[config.mk]
export PLATFORM = sky130hd
export DESIGN_NAME = logic_seq_32
export DESIGN_NICKNAME = d
export VERILOG_FILES = /design/src/rtl/logic_seq_32_pkg.sv /design/src/rtl/logic_seq_32_nor.sv /design/src/rtl/logic_seq_32.sv
export SDC_FILE = /design/constraint.sdc
export NUM_CORES = 1
export LEC_CHECK = 0
export CORE_MARGIN = 3
export CORE_UTILIZATION = 45
export DETAILED_ROUTE_END_ITERATION = 8
export GPL_TIMING_DRIVEN = 1
export PLACE_DENSITY_LB_ADDON = 0.2
export SLEW_MARGIN = 20
export SYNTH_ARGS = -nofsm -noshare
export SYNTH_HDL_FRONTEND = slang
export SYNTH_SLANG_ARGS = --single-unit
[constraint.sdc]
create_clock -name CLK -period 3.1 [get_ports CLK]
set_clock_uncertainty 0.1 [all_clocks]
set_input_delay 0.31 -clock CLK [delete_from_list [all_inputs] [get_ports CLK]]
set_output_delay 0.31 -clock CLK [all_outputs]
set_load 0.02 [all_outputs]
[src/rtl/logic_seq_32_pkg.sv]
// Shared encodings for the multi-cycle NOR-based logic unit:
// operation codes, FSM states, pass counts and pass destinations.
package logic_seq_32_pkg;

  localparam logic [2:0] OP_NOR  = 3'd0;
  localparam logic [2:0] OP_OR   = 3'd1;
  localparam logic [2:0] OP_AND  = 3'd2;
  localparam logic [2:0] OP_XNOR = 3'd3;
  localparam logic [2:0] OP_XOR  = 3'd4;
  localparam logic [2:0] OP_NOTA = 3'd5;

  localparam logic [2:0] PASSES_NOR   = 3'd1;
  localparam logic [2:0] PASSES_OR    = 3'd2;
  localparam logic [2:0] PASSES_AND   = 3'd3;
  localparam logic [2:0] PASSES_XNOR  = 3'd4;
  localparam logic [2:0] PASSES_XOR   = 3'd5;
  localparam logic [2:0] PASSES_NOTA  = 3'd1;
  localparam logic [2:0] PASSES_UNDEF = 3'd1;

  typedef enum logic [1:0] {
    IDLE = 2'd0,
    EXEC = 2'd1,
    FIN  = 2'd2
  } state_e;

  // Where the result of the current NOR pass is written
  typedef enum logic [1:0] {
    DST_T1 = 2'd0,
    DST_T2 = 2'd1,
    DST_YT = 2'd2,
    DST_Y  = 2'd3
  } dst_e;

  // Number of NOR passes an operation spends in EXEC
  function automatic logic [2:0] pass_count(input logic [2:0] op);
    case (op)
      OP_NOR:  pass_count = PASSES_NOR;
      OP_OR:   pass_count = PASSES_OR;
      OP_AND:  pass_count = PASSES_AND;
      OP_XNOR: pass_count = PASSES_XNOR;
      OP_XOR:  pass_count = PASSES_XOR;
      OP_NOTA: pass_count = PASSES_NOTA;
      default: pass_count = PASSES_UNDEF;
    endcase
  endfunction

endpackage

[src/rtl/logic_seq_32_nor.sv]
// 32-bit NOR array: the single shared logic datapath of logic_seq_32.
module nor_32 (
  input  logic [31:0] x,
  input  logic [31:0] z,
  output logic [31:0] n
);

  assign n = ~(x | z);

endmodule

[src/rtl/logic_seq_32.sv]
// Multi-cycle 32-bit logic unit. Every result is built from NOR passes
// through one shared nor_32 array, sequenced by a small FSM. START is
// accepted in IDLE or FIN; DONE pulses once per operation with Y valid.
module logic_seq_32
  import logic_seq_32_pkg::*;
(
  input  logic        CLK,
  input  logic        RST,
  input  logic        START,
  input  logic [2:0]  OP,
  input  logic [31:0] A,
  input  logic [31:0] B,
  output logic [31:0] Y,
  output logic        BUSY,
  output logic        DONE,
  output logic        ERR
);

  state_e      state_r;
  state_e      state_nx_s;
  logic [2:0]  op_r;
  logic [2:0]  step_r;
  logic [31:0] ra_r;
  logic [31:0] rb_r;
  logic [31:0] t1_r;
  logic [31:0] t2_r;
  logic [31:0] yt_r;
  logic [31:0] y_r;
  logic        busy_r;
  logic        done_r;
  logic        err_r;

  logic [31:0] x_s;
  logic [31:0] z_s;
  logic [31:0] n_s;
  dst_e        dst_s;
  logic        undef_s;
  logic        last_s;
  logic        accept_s;
  logic        exec_s;

  nor_32 u_nor (
    .x (x_s),
    .z (z_s),
    .n (n_s)
  );

  assign exec_s = (state_r == EXEC);
  assign last_s = (step_r == (pass_count(op_r) - 3'd1));

  // Operand selection and destination for the current NOR pass
  always_comb begin
    x_s     = ra_r;
    z_s     = rb_r;
    dst_s   = DST_Y;
    undef_s = 1'b0;
    case (op_r)
      OP_NOR: begin
        x_s   = ra_r;
        z_s   = rb_r;
        dst_s = DST_Y;
      end
      OP_OR: begin
        case (step_r)
          3'd0:    begin x_s = ra_r; z_s = rb_r; dst_s = DST_T1; end
          default: begin x_s = t1_r; z_s = t1_r; dst_s = DST_Y;  end
        endcase
      end
      OP_AND: begin
        case (step_r)
          3'd0:    begin x_s = ra_r; z_s = ra_r; dst_s = DST_T1; end
          3'd1:    begin x_s = rb_r; z_s = rb_r; dst_s = DST_T2; end
          default: begin x_s = t1_r; z_s = t2_r; dst_s = DST_Y;  end
        endcase
      end
      OP_XNOR, OP_XOR: begin
        // XOR runs the XNOR chain into yt_r, then inverts it onto Y
        case (step_r)
          3'd0: begin x_s = ra_r; z_s = rb_r; dst_s = DST_T1; end
          3'd1: begin x_s = ra_r; z_s = t1_r; dst_s = DST_T2; end
          3'd2: begin x_s = rb_r; z_s = t1_r; dst_s = DST_T1; end
          3'd3: begin
            x_s = t2_r;
            z_s = t1_r;
            if (op_r == OP_XOR) begin
              dst_s = DST_YT;
            end else begin
              dst_s = DST_Y;
            end
          end
          default: begin x_s = yt_r; z_s = yt_r; dst_s = DST_Y; end
        endcase
      end
      OP_NOTA: begin
        x_s   = ra_r;
        z_s   = ra_r;
        dst_s = DST_Y;
      end
      default: begin
        undef_s = 1'b1;
        dst_s   = DST_Y;
      end
    endcase
  end

  // Next-state decode and START acceptance
  always_comb begin
    state_nx_s = state_r;
    accept_s   = 1'b0;
    case (state_r)
      IDLE, FIN: begin
        if (START) begin
          accept_s   = 1'b1;
          state_nx_s = EXEC;
        end else begin
          state_nx_s = IDLE;
        end
      end
      EXEC: begin
        if (last_s) begin
          state_nx_s = FIN;
        end else begin
          state_nx_s = EXEC;
        end
      end
      default: begin
        state_nx_s = IDLE;
      end
    endcase
  end

  // FSM state register
  always_ff @(posedge CLK or negedge RST) begin
    if (!RST) begin
      state_r <= IDLE;
    end else begin
      state_r <= state_nx_s;
    end
  end

  // Latch operands and opcode on an accepted START
  always_ff @(posedge CLK or negedge RST) begin
    if (!RST) begin
      ra_r <= 32'd0;
      rb_r <= 32'd0;
      op_r <= 3'd0;
    end else if (accept_s) begin
      ra_r <= A;
      rb_r <= B;
      op_r <= OP;
    end
  end

  // Pass step counter: cleared on accept, advanced each non-final pass
  always_ff @(posedge CLK or negedge RST) begin
    if (!RST) begin
      step_r <= 3'd0;
    end else if (accept_s) begin
      step_r <= 3'd0;
    end else if (exec_s && !last_s) begin
      step_r <= step_r + 3'd1;
    end
  end

  // Temp registers capture intermediate NOR results
  always_ff @(posedge CLK or negedge RST) begin
    if (!RST) begin
      t1_r <= 32'd0;
      t2_r <= 32'd0;
      yt_r <= 32'd0;
    end else if (exec_s) begin
      case (dst_s)
        DST_T1:  t1_r <= n_s;
        DST_T2:  t2_r <= n_s;
        DST_YT:  yt_r <= n_s;
        default: t1_r <= t1_r;
      endcase
    end
  end

  // Result and status outputs, updated only on the final pass edge
  always_ff @(posedge CLK or negedge RST) begin
    if (!RST) begin
      y_r    <= 32'd0;
      done_r <= 1'b0;
      err_r  <= 1'b0;
      busy_r <= 1'b0;
    end else begin
      busy_r <= (state_nx_s == EXEC);
      done_r <= exec_s && last_s;
      err_r  <= exec_s && last_s && undef_s;
      if (exec_s && last_s) begin
        y_r <= undef_s ? 32'd0 : n_s;
      end
    end
  end

  assign Y    = y_r;
  assign BUSY = busy_r;
  assign DONE = done_r;
  assign ERR  = err_r;

endmodule

==> results of run 1 <==
==> kinds of logic (layout without fill, tap and decap cells) <==
| logic type | Yosys count | count (layout) | share of synthesized area |
|---|---|---|---|
| xor+xnor | 2 | 2 | 0.00142 |
| compound gates | 405 | 405 | 0.269 |
| flops | 203 | 203 | 0.412 |
| mux | 131 | 131 | 0.116 |
| fa+ha+maj | 6 | 6 | 0.00608 |
| buf+inv | 131 | 230 | 0.0459 |
| simple gates | 426 | 426 | 0.150 |
==> registers in the layout, indices dropped and copies added (netlist names) <==
name     cells
Y           32
ra_r        32
rb_r        32
t1_r        32
t2_r        32
yt_r        32
op_r         3
step_r       3
state_r      2
BUSY         1
DONE         1
ERR          1
==> cells in the mapped netlist (all sizes together) (2+ instances only) <==
library cell  count  area share
buf              42       0.019
xnor2             2      0.0014
o221a            30       0.027
o221ai           31       0.022
nor3b             3      0.0035
a221oi           32       0.023
nand2b           31       0.016
inv               6      0.0018
o21bai            3      0.0018
nand2           239       0.073
a222oi           33       0.027
mux2             97       0.088
o21ba             3      0.0024
and3             30       0.015
a221o             2      0.0016
dfrtp           203        0.41
o211ai           33       0.020
clkbuf           83       0.025
o21ai            39       0.016
a22o             93       0.066
a21oi            35       0.014
mux2i            34       0.028
nor2b             6      0.0030
o21a             32       0.019
nand3             2     0.00081
nor2            106       0.032
o311ai           29       0.021
ha                6      0.0061
==> layout by cell type (no fill, tap or decap), types with 3 or more instances in the layout <==
master,instances
clkbuf_16,24
clkdlybuf4s50_1,103
nor2_1,106
o221a_2,26
o21ba_2,3
o211ai_1,33
o221ai_1,31
nor2b_2,3
inv_1,6
a22o_1,93
clkinv_2,4
a21oi_1,33
mux2_1,3
nand2_1,239
a222oi_1,33
ha_1,6
mux2_2,94
a221oi_1,32
clkbuf_8,4
o21ai_0,34
clkbuf_1,3
nand2b_1,29
dfrtp_1,201
buf_12,10
o221a_1,4
buf_4,65
o311ai_0,29
bufinv_16,4
o21a_1,32
inv_6,3
mux2i_1,34
and3_1,30
==> how the worst max path moves through the flow <==
stage / start / to / slack, ps / cells past startpoint
after floorplan: step_r[0] / t2_r[10] / 470 / 11
after global placement: step_r[1] / t2_r[22] / 310 / 9
after detailed placement: step_r[1] / t2_r[20] / 230 / 9
after CTS: step_r[1] / t2_r[20] / 180 / 9
after global routing: step_r[1] / t2_r[26] / 20 / 9
final: step_r[1] / t2_r[20] / 150 / 9
==> cell type report <==
| type | count | area, um^2 | area share |
|---|---|---|---|
| multi-input cells | 970 | 6790 | 0.455 |
| flip-flops and latches | 203 | 5080 | 0.341 |
| repair buffers | 180 | 1740 | 0.117 |
| clock buffers | 30 | 653 | 0.0438 |
| well taps | 335 | 419 | 0.0281 |
| clock inverters | 14 | 199 | 0.0133 |
| inverters | 6 | 22.5 | 0.00151 |
==> timing repair <==
action                                  4_1_cts  5_1_grt
gates resized for setup                       0        1
hold endpoints to repair                     39        0
hold buffers                                  1        0
endpoints found under the setup margin        0        3
==> metal layers <==
layer / track usage / part of all wire
met1: 0.363 / 0.43
met2: 0.435 / 0.46
met3: 0.0336 / 0.077
met4: 0.0994 / 0.033
met5: 0 / 0
==> stage by stage <==
step / cells / cell area [um^2] / hold slack, ps / util / setup slack [ps]
2_1_floorplan: 1304 / 12300 / -85.6 / - / 473
3_3_place_gp: 1693 / 14000 / 169 / 0.530 / 310
3_5_place_dp: 1693 / 14000 / 173 / 0.530 / 233
4_1_cts: 1738 / 14900 / 174 / 0.562 / 178
5_1_grt: 1738 / 14900 / 202 / 0.562 / 22.1
6_report: 1738 / 14900 / 174 / 0.562 / 149
==> results.ini, run 1 <==
[run_status]
run_status = finished clean

[layout]
syn_to_final_growth_pct = 20.8
drive_gt1_frac = 0.188
fillers = 2330
final_nets = 1461
antenna-diode-count = 0

[detailed_routing]
vias = 11300
routedWlPerCell_um = 22.7
routed_wl_um = 39400
drtPass1Iterations = 7
drt-vias-per-instance = 6.51
route.detailed.drc = 0
drt.antenna.violating_nets = 0
drt-initial-drc-count = 1370

[sta]
drv_slew = 0
worstMarginPinSlew_ps = 759
timing.fmax_mhz = 339
rsz0062_at_grt = false
setup_tns_ps = 0
period_needed_ps = 2950
relSlewSlack = 0.487
finalSetupViolations = 0
period_share = 0.952
hold_violations = 0

[yosys]
synthCells = 1304
synth_seq_cells = 203
synth_async_sr_flop_share = 1.00
syn-num-nets = 1380
yosys_warnings = 0
seq_area_frac_synth = 0.412
yosys.cell_types.count = 56
synth-edff-count = 0
syn_avg_cell_area_um2 = 9.47
synth_flop_cell = dfrtp_1
syn_area_mm2 = 0.0123

[global_routing]
grtUsageTotal = 0.266
grt_max_degree = 90
grt_pass1_wl_um = 62800
grt_pass1_vias = 11300
antenna_found_initial = 0
grt_overflow = 0

[clock_tree]
clk_pin_slew_ps = 70
postCtsSetupBuffers = 0
root_buffer = clkbuf_16
clk_path_buf_depth = 3
clk_latency_ps = 540
cts_tree = built
h-tree-depth = 1
cts_made_buffers = 24
cts.sinks = 203

[setup_path]
timing.rr.end = t2_r[20]
crit_required_ps = 3410
critical_path.max_stage_delay_ps = 380
rr_worst_depth = 9
cp-start-kind = flop
critPathBufInv = 2
critPathCaptureType = flop
worstPathMaxFanout = 15
r2r_setup_slack_ps = 150
path_delay_family = compound AO/OA/AOI/OAI gates
crit_path_cell_trace = inv_1 -> ha_1 -> nor3_1 -> o21ba_2 -> o21ai_1 -> o21ai_2 -> nor4b_4 -> buf_4 -> mux2_2
arrival_ps = 3260
r2r-start = step_r[1]
setup.worst_path.class = flop to flop
cp_slowest_cell = dfrtp_1

[die]
core_mm2 = 0.0265
io-pin-count = 105
die_w_um = 172
initial_core_util = 0.466
die_h_um = 172
dieArea_mm2 = 0.0295
rows = 59

[place]
place.gp.congestion = 0.905
dp_hpwl_um = 24900
port_buffers = 104

[min_path]
min_path_type = input port to async pin

[job]
maxCapViolations = 0

Power of run 1 is not shown: default switching activity piles up to over one toggle a cycle in this logic, so the estimate is an artifact.
==> run 2, diff against run 1 <==
--- a/config.mk
+++ b/config.mk
@@ -9,7 +9,7 @@
 export CORE_UTILIZATION = 45
 export DETAILED_ROUTE_END_ITERATION = 8
 export GPL_TIMING_DRIVEN = 1
-export PLACE_DENSITY_LB_ADDON = 0.2
+export PLACE_DENSITY = 0.62
 export SLEW_MARGIN = 20
 export SYNTH_ARGS = -nofsm -noshare
 export SYNTH_HDL_FRONTEND = slang
==> results.ini, run 2 (synthesized netlist as in run 1, its figures left out) <==
[setup_path]
arrival_ps = 3360  ; +100 ps
startpoint = op_r[0]
rr_worst_depth = 7  ; -2
cp_slowest_cell = o41ai_1
crit_required_ps = 3460  ; +50 ps
crit_path_cell_trace = nor2_1 -> xnor2_2 -> o41ai_1 -> o21ai_4 -> a21oi_4 -> buf_4 -> a22o_1
r2r_setup_slack_ps = 100  ; -50 ps
critical_path.max_stage_delay_ps = 730  ; +350 ps
critPathCaptureType = flop
worstPathMaxFanout = 21  ; +6
r2r-start = op_r[0]
cp-start-kind = flop
setup.worst_path.class = flop to flop

[sta]
finalSetupViolations = 0  ; unchanged
setup_tns_ps = 0  ; unchanged
period_needed_ps = 3000  ; +50.7 ps
hold_violations = 0  ; unchanged
drv_slew = 0  ; unchanged
hold_ws_ps = 207  ; +32.7 ps
worstMarginPinSlew_ps = 871  ; +112 ps
timing.fmax_mhz = 333  ; -1.7%
relSlewSlack = 0.411  ; -0.0757
rsz0062_at_grt = false
period_share = 0.968  ; +0.0164

[die]
rows = 59  ; unchanged
initial_core_util = 0.466  ; unchanged
io-pin-count = 105  ; unchanged
core_mm2 = 0.0265  ; unchanged
die_h_um = 172  ; unchanged
die_w_um = 172  ; unchanged
dieArea_mm2 = 0.0295  ; unchanged

[layout]
fillers = 2386  ; +2.4%
final_common_cell = nand2_1
final_cell_mix = nand2_1, dfrtp_1, nor2_1, clkdlybuf4s50_1, mux2_2
final_nets = 1453  ; -0.55%
antenna-diode-count = 0  ; unchanged
drive_gt1_frac = 0.186  ; -0.00224
syn_to_final_growth_pct = 20.0

[clock_tree]
clk_pin_slew_ps = 60  ; about the same
clk_latency_ps = 530  ; about the same
cts_tree = built
root_buffer = clkbuf_16
clk_path_buf_depth = 3  ; unchanged
h-tree-depth = 1  ; unchanged
cts.sinks = 203  ; unchanged
cts_made_buffers = 23  ; -4.2%
postCtsSetupBuffers = 0  ; unchanged

[global_routing]
grtUsageTotal = 0.273  ; +0.00669
grt_overflow = 0  ; unchanged
grt_pass1_wl_um = 63900  ; +1.8%
grt_pass1_vias = 11100  ; -1.7%
grt_max_degree = 72  ; -20%
antenna_found_initial = 0  ; unchanged

[place]
dp_hpwl_um = 25100  ; +0.97%
port_buffers = 104  ; unchanged
place.gp.congestion = 0.875  ; -3.3%

[min_path]
min-delay-start = B[18]
min_path_type = input port to flop
min_path_cells = 3

[detailed_routing]
drt.antenna.violating_nets = 0  ; unchanged
drt-vias-per-instance = 6.59  ; +1.1%
drt-initial-drc-count = 1240  ; -9.5%
route.detailed.drc = 0  ; unchanged
routed_wl_um = 40700  ; +3.4%
drtPass1Iterations = 6  ; -1
routedWlPerCell_um = 23.5  ; +4.0%
vias = 11400  ; +0.55%

[job]
maxCapViolations = 0  ; unchanged

[run_status]
run_status = finished clean

## run 2: cell types whose count changed in the layout (fill, tap and decap cells not counted), sizes merged
cell,change
buf,-7
bufinv,-1
clkbuf,+2
clkinv,-4
clkinvlp,+2
inv,-2
## run 2: layout make-up
class,count,area (um^2),share of cell area
Clock inverter,9,131,0.00887
Timing Repair Buffer,173,1680,0.113
Multi-Input combinational cell,970,6800,0.460
Sequential cell,203,5080,0.343
Tap cell,335,419,0.0283
Clock buffer,32,669,0.0452
Inverter,6,22.5,0.00152
## run 2: worst max-delay path, delay by kind of cell, from the launching register on
kind	cells	cell delay, ps
flip-flops	1	600
AO/OA/AOI/OAI	4	1460
XOR/XNOR	1	190
AND/OR/NAND/NOR	1	160
buffers and inverters	1	380
## run 2: worst paths after layout
check                            to
setup reg to reg              Y[13]
setup / recovery              Y[13]
max in group asynchronous  t1_r[21]
hold reg to reg            yt_r[29]
hold / removal             rb_r[18]
min in group asynchronous     Y[24]
## run 2: repair_timing
action | in CTS | in global routing
endpoints found under the setup margin | 0 | 38
resized for setup | 0 | 6
endpoints found under the hold margin | 68 | 0
hold buffers | 1 | 0
## run 2: through the flow
| step | utilization | area [um^2] | std cells | worst slack, ps |
|---|---|---|---|---|
| after CTS | 0.558 | 14800 | 1728 | 52.8 |
| after global placement | 0.527 | 14000 | 1686 | 169 |
| after global routing | 0.559 | 14800 | 1728 | 13.4 |
| after floorplan | - | 12300 | 1304 | 473 |
| final | 0.559 | 14800 | 1728 | 98.8 |
| after detailed placement | 0.527 | 14000 | 1686 | 93.6 |
## run 2: layer usage
metal  GRT usage  part of all wire
met3      0.0444             0.077
met5           0                 0
met2       0.435              0.46
met4      0.0917             0.030
met1       0.380              0.43
Power of run 2 is left out for the same reason.
==> RTL edit 1 (config.mk and constraints of run 1) <==
Put one more register stage on the output `Y`, cleared by the reset. The value now appears one clock later. The other outputs are not delayed to match.
--- a/src/rtl/logic_seq_32.sv
+++ b/src/rtl/logic_seq_32.sv
@@ -195,7 +195,13 @@
     end
   end
 
-  assign Y    = y_r;
+  always_ff @(posedge CLK or negedge RST) begin
+    if (!RST) begin
+      Y <= '0;
+    end else begin
+      Y <= y_r;
+    end
+  end
   assign BUSY = busy_r;
   assign DONE = done_r;
   assign ERR  = err_r;
Behaviour: not the same (a bounded check fails within 4 cycles, from zero or initial values and one cycle with RST low).
==> RTL edit 1 against run 1 <==
The flow now finishes with violations (design-rule violations). Highest routed layer unchanged. Sequential share of layout area rose by 2.5 points. Worst setup slack got worse by 59 ps. First-iteration DRC count rose by 16%. Sequential cell count grew 32. Worst hold slack improved by 18 ps. Non-clock buffer count shrank 1. Area after synthesis up 8.0%. Routed wire length is 4.7% higher. Cell area rose by 7.8%. Utilization decreased by 0.73 points.
Power is not shown: default switching activity piles up to over one toggle a cycle in this logic, so the estimate is an artifact.
==> RTL edit 1: results (changes against run 1) <==
stage,metric,value,unit,change
yosys,Synth area leaders,"dfrtp_1 44%, nand2_1 8.6%, mux2_2 5.2%",,
yosys,Post-Syn Instances,1409,,+8.1%
clock_network,CTS buffer count,27,,+13%
sta,Rel. slew slack,0.366,,-0.121
placed_design,placed cells,1837,,+8.5%
cells_and_area,Fill cells,2500,,+7.3%
sta,Post-Route Setup TNS,0,ps,unchanged
yosys,syn nets,1486,,+7.7%
routing,drt first pass iters,9,,+2
clock_network,H-tree levels,1,,unchanged
yosys,cell taking the most area after synthesis,dfrtp_1,,
placed_design,gpl congestion,0.884,,-2.3%
cells_and_area,layout cells sized above 1,0.161,,-0.0276
hold_path,Hold Path Class,primary input to register,,
routing,average wire per standard cell,21.8,um,-3.7%
routing,DR vias/cell,6.30,,-3.3%
yosys,Yosys cell types,49,,-13%
clock_network,"Clk pin slew, worst setup/hold paths",60,ps,
clock_network,Clock Tree Root,clkbuf_16,,
global_route,first-pass GRT wire length,64000,um,+1.9%
status,failing checks,design-rule violations,,
global_route,Tot GR Track Use,0.254,,-0.0122
routing,drt drc,9,,+9
cells_and_area,antenna diode count,0,,unchanged
sta,Max Slew Vio Count,0,,unchanged
status,status,"finished, violations left",,
placed_design,IO Port Bufs,104,,unchanged
cells_and_area,Final nets,1564,,+7.0%
global_route,initial antenna violation count,0,,unchanged
clock_network,worst skew pair latency,540,ps,about the same
critical_path,CP Data Required Time,3470,ps,+60 ps
routing,drt total wl,41200,um,+4.7%
critical_path,CP Max Fanout,13,,-2
routing,Iter 0 DRT Violations,1583,,+16%
yosys,Most used DFF post-synth,dfrtp_1,,
yosys,"Seq/Total Area, Yosys",0.441,,+0.0296
yosys,synth cell count leaders,"304 x nand2_1, 235 x dfrtp_1, 132 x o21ai_0",,
yosys,Async SR Flop Fraction,1.00,,unchanged
clock_network,Max clock buf depth,3,,unchanged
yosys,Synth warnings,0,,unchanged
global_route,vias in the first global route,11458,,+1.5%
global_route,largest net degree at the start of global routing,90,,unchanged
placed_design,DPL Wire Length,24800,um,-0.19%
RTL edit 1: cell types whose count changed after synthesis, moves of 26 or more:
| cell | delta |
|---|---|
| mux2_2 | -32 |
| o221a_2 | -26 |
| a22oi_1 | +32 |
| o21a_1 | -32 |
| dfrtp_1 | +32 |
| o211ai_1 | -33 |
| a31oi_1 | +31 |
| mux2_1 | +28 |
| o311ai_0 | -29 |
| and3_1 | -29 |
| a22o_1 | -29 |
| nand2_1 | +65 |
| o22a_1 | +32 |
| o21ai_0 | +98 |
RTL edit 1: critical path: stages, from the launching register on:
cell and delay [ps]:
dfrtp_1 480, nor2_1 580, xnor2_4 350, buf_4 290
o221ai_1 130, o22a_1 230, nor4_2 510, mux2_2 250
RTL edit 1: per-stage QoR:
| step | hold WS (ps) | area, um2 | setup slack, ps | util |
|---|---|---|---|---|
| CTS | 176 | 16000 | 100 | 0.553 |
| global route | 187 | 16100 | 10.0 | 0.555 |
| global placement | 210 | 15100 | 195 | 0.521 |
| floorplan | -85.6 | 13300 | 305 | - |
| finish | 192 | 16100 | 90.3 | 0.555 |
| detailed placement | 202 | 15100 | 128 | 0.521 |
RTL edit 1: routing by layer:
metal / up-vias / routed length, um / GRT usage
li1: 5362 / - / -
met4: 0 / 1010 / 0.0789
met2: 657 / 18900 / 0.406
met3: 109 / 3980 / 0.0443
met5: - / 0 / 0
met1: 5787 / 17300 / 0.353
RTL edit 1: cell families after synthesis:
kind of cell    synth area share
compound gates             0.233
mux                        0.107
xor+xnor                 0.00451
flops                      0.441
buf+inv                   0.0456
simple gates               0.162
fa+ha+maj                0.00657
RTL edit 1: area by class of cell:
type,instances,area share
multi-input combinational,1039,0.433
sequential,235,0.366
timing repair buffer,179,0.114
clock buffer,35,0.0458
tap,384,0.0299
clock inverter,14,0.00997
inverter,5,0.00117
RTL edit 1: repair_timing:
| action | in CTS | in global routing |
|---|---|---|
| buffers inserted | 0 | 3 |
| hold buffers | 1 | 0 |
| setup endpoints to repair | 0 | 36 |
| hold endpoints to repair | 71 | 0 |
| gates resized for setup | 0 | 6 |
RTL edit 1: worst paths after layout:
kind / start / end / slack (ps) / cells after the start
max in group asynchronous: RST / t2_r[27] / 1830 / 3
setup / recovery: op_r[1] / t2_r[12] / 90 / 7
min in group asynchronous: RST / y_r[7] / 210 / 2
hold / removal: B[5] / rb_r[5] / 190 / 3
setup reg to reg: op_r[1] / t2_r[12] / 90 / 7
hold reg to reg: y_r[25] / Y[25] / 270 / 0
==> RTL edit 2 (config.mk and constraints of run 1) <==
Made on the original files. The output `ERR` loses its register stage (`err_r` becomes a continuous assignment).
--- a/src/rtl/logic_seq_32.sv
+++ b/src/rtl/logic_seq_32.sv
@@ -183,17 +183,17 @@
     if (!RST) begin
       y_r    <= 32'd0;
       done_r <= 1'b0;
-      err_r  <= 1'b0;
       busy_r <= 1'b0;
     end else begin
       busy_r <= (state_nx_s == EXEC);
       done_r <= exec_s && last_s;
-      err_r  <= exec_s && last_s && undef_s;
       if (exec_s && last_s) begin
         y_r <= undef_s ? 32'd0 : n_s;
       end
     end
   end
+
+  assign err_r = exec_s && last_s && undef_s;
 
   assign Y    = y_r;
   assign BUSY = busy_r;
Function: changed (Yosys sat finds a counterexample within 4 cycles, from zero or initial values and one cycle with RST low).
==> RTL edit 2 against run 1 <==
Worst setup slack gained 35 ps. Sequential cell count shrank 1. First-iteration DRC count grew 1.3%. Largest cell class unchanged. Critical path type is now register to output port. Area after synthesis decreased by 0.20%. Die area shrank 0.19%. Non-clock buffer count did not move. Cell area down 0.87%. Register-to-register slack improved by 50 ps. Routed wire length up 1.8%.
Power is not shown: default switching activity piles up to over one toggle a cycle in this logic, so the estimate is an artifact.
==> RTL edit 2: results (changes against run 1) <==
stage,metric,value,unit,change
sta,Rel. slew slack,0.470,,-0.0172
routing,Iter 0 DRT Violations,1388,,+1.3%
routing,topmost layer with routed signal wires,met4,,
clock_network,H-tree levels,1,,unchanged
global_route,largest net degree at the start of global routing,77,,-14%
hold_path,Hold Startpoint,B[25],,
critical_path,crit path from,step_r[2],,
hold_path,Hold Path Class,primary input to register,,
placed_design,DPL Wire Length,25000,um,+0.62%
yosys,Synth warnings,0,,unchanged
critical_path,worst r2r src,step_r[1],,
routing,drt first pass iters,8,,+1
cells_and_area,antenna diode count,0,,unchanged
critical_path,Critical-path top delay cell,dfrtp_1,,
routing,M1 WL,17300,um,+2.1%
global_route,first-pass GRT wire length,63500,um,+1.1%
placed_design,IO Port Bufs,104,,unchanged
clock_network,CTS buffer count,22,,-8.3%
routing,post-route ant nets,0,,unchanged
clock_network,Max clock buf depth,3,,unchanged
cells_and_area,Final nets,1458,,-0.21%
yosys,Yosys cell types,56,,unchanged
global_route,met3 GRT Util,0.0430,,+0.00942
critical_path,crit path DAT,2510,ps,-750 ps
routing,routed wl met2,18000,um,-0.74%
routing,average wire per standard cell,23.2,um,+2.3%
critical_path,CP Max Fanout,20,,+5
global_route,Tot GR Track Use,0.271,,+0.00448
global_route,initial antenna violation count,0,,unchanged
clock_network,worst skew pair latency,520,ps,-20 ps
placed_design,gpl congestion,0.921,,+1.8%
yosys,synth cell count leaders,"239 x nand2_1, 202 x dfrtp_1, 106 x nor2_1",,
critical_path,Max stage delay on crit path,440,ps,+60 ps
cells_and_area,Fill cells,2339,,+0.39%
yosys,Synth area leaders,"dfrtp_1 41%, mux2_2 8.6%, nand2_1 7.3%",,
yosys,"Seq/Total Area, Yosys",0.410,,-0.00120
global_route,met1 Usage GRT,0.381,,+0.0176
global_route,met2 Use GR,0.420,,-0.0151
yosys,syn nets,1379,,-0.072%
yosys,Async SR Flop Fraction,1.00,,unchanged
clock_network,Clock Tree Root,clkbuf_16,,
cells_and_area,layout cells sized above 1,0.184,,-0.00452
status,status,"complete, no violations",,
yosys,Most used DFF post-synth,dfrtp_1,,
critical_path,"reg-to-reg slack, setup",200,ps,+50 ps
clock_network,"Clk pin slew, worst setup/hold paths",60,ps,
sta,Hold Slack,216,ps,+41.5 ps
sta,Post-Route Setup TNS,0,ps,unchanged
routing,DR WL met3,3390,um,+12%
global_route,vias in the first global route,11273,,-0.17%
routing,DR vias/cell,6.57,,+0.82%
==> RTL edit 2: cell count changes after synthesis <==
cell,run 1,this run
dfrtp_1,203,202
==> RTL edit 2: cell families (layout without fill, tap and decap cells) <==
| logic type | after synthesis | in the layout | share of synthesized area |
|---|---|---|---|
| compound gates | 405 | 405 | 0.269 |
| fa+ha+maj | 6 | 6 | 0.00609 |
| buf+inv | 131 | 222 | 0.0460 |
| xor+xnor | 2 | 2 | 0.00142 |
| mux | 131 | 131 | 0.116 |
| simple gates | 426 | 426 | 0.150 |
| flops | 202 | 202 | 0.410 |
==> RTL edit 2: what timing repair did <==
action | in CTS | in global routing
hold endpoints to repair | 73 | 0
endpoints found under the setup margin | 1 | 29
gates resized for setup | 4 | 2
pin swaps | 0 | 0
hold buffers | 1 | 0
buffers inserted | 0 | 0
==> RTL edit 2: worst max-delay path: cells and delay by family, from the launching register on <==
family	cells	cell delay [ps]
flops	1	440
buf+inv	3	700
simple gates	2	290
compound gates	3	570
==> RTL edit 2: cell type report <==
class	count	share of cell area
clock buffer	29	0.0418
clock inverter	7	0.00618
inverter	6	0.00152
multi-input combinational	970	0.460
sequential	202	0.342
tap	335	0.0284
timing repair buffer	180	0.120
==> RTL edit 2: path summary, 6_finish.rpt <==
kind                                 end  cells past startpoint
min in group asynchronous       rb_r[27]                      2
worst min-delay path            rb_r[25]                      3
max in group asynchronous       ra_r[19]                      3
worst min register to register      Y[1]                      1
worst max-delay path                 ERR                      8
worst max register to register  t1_r[30]                     10
==> RTL edit 2: through the flow <==
step                utilization  worst slack [ps]  cell area [um2]  cells
finish                    0.558               184            14800   1729
global route              0.558              15.7            14800   1729
CTS                       0.557               138            14800   1729
detailed placement        0.530               163            14000   1692
global placement          0.530               257            14000   1692
floorplan                     -               473            12300   1303
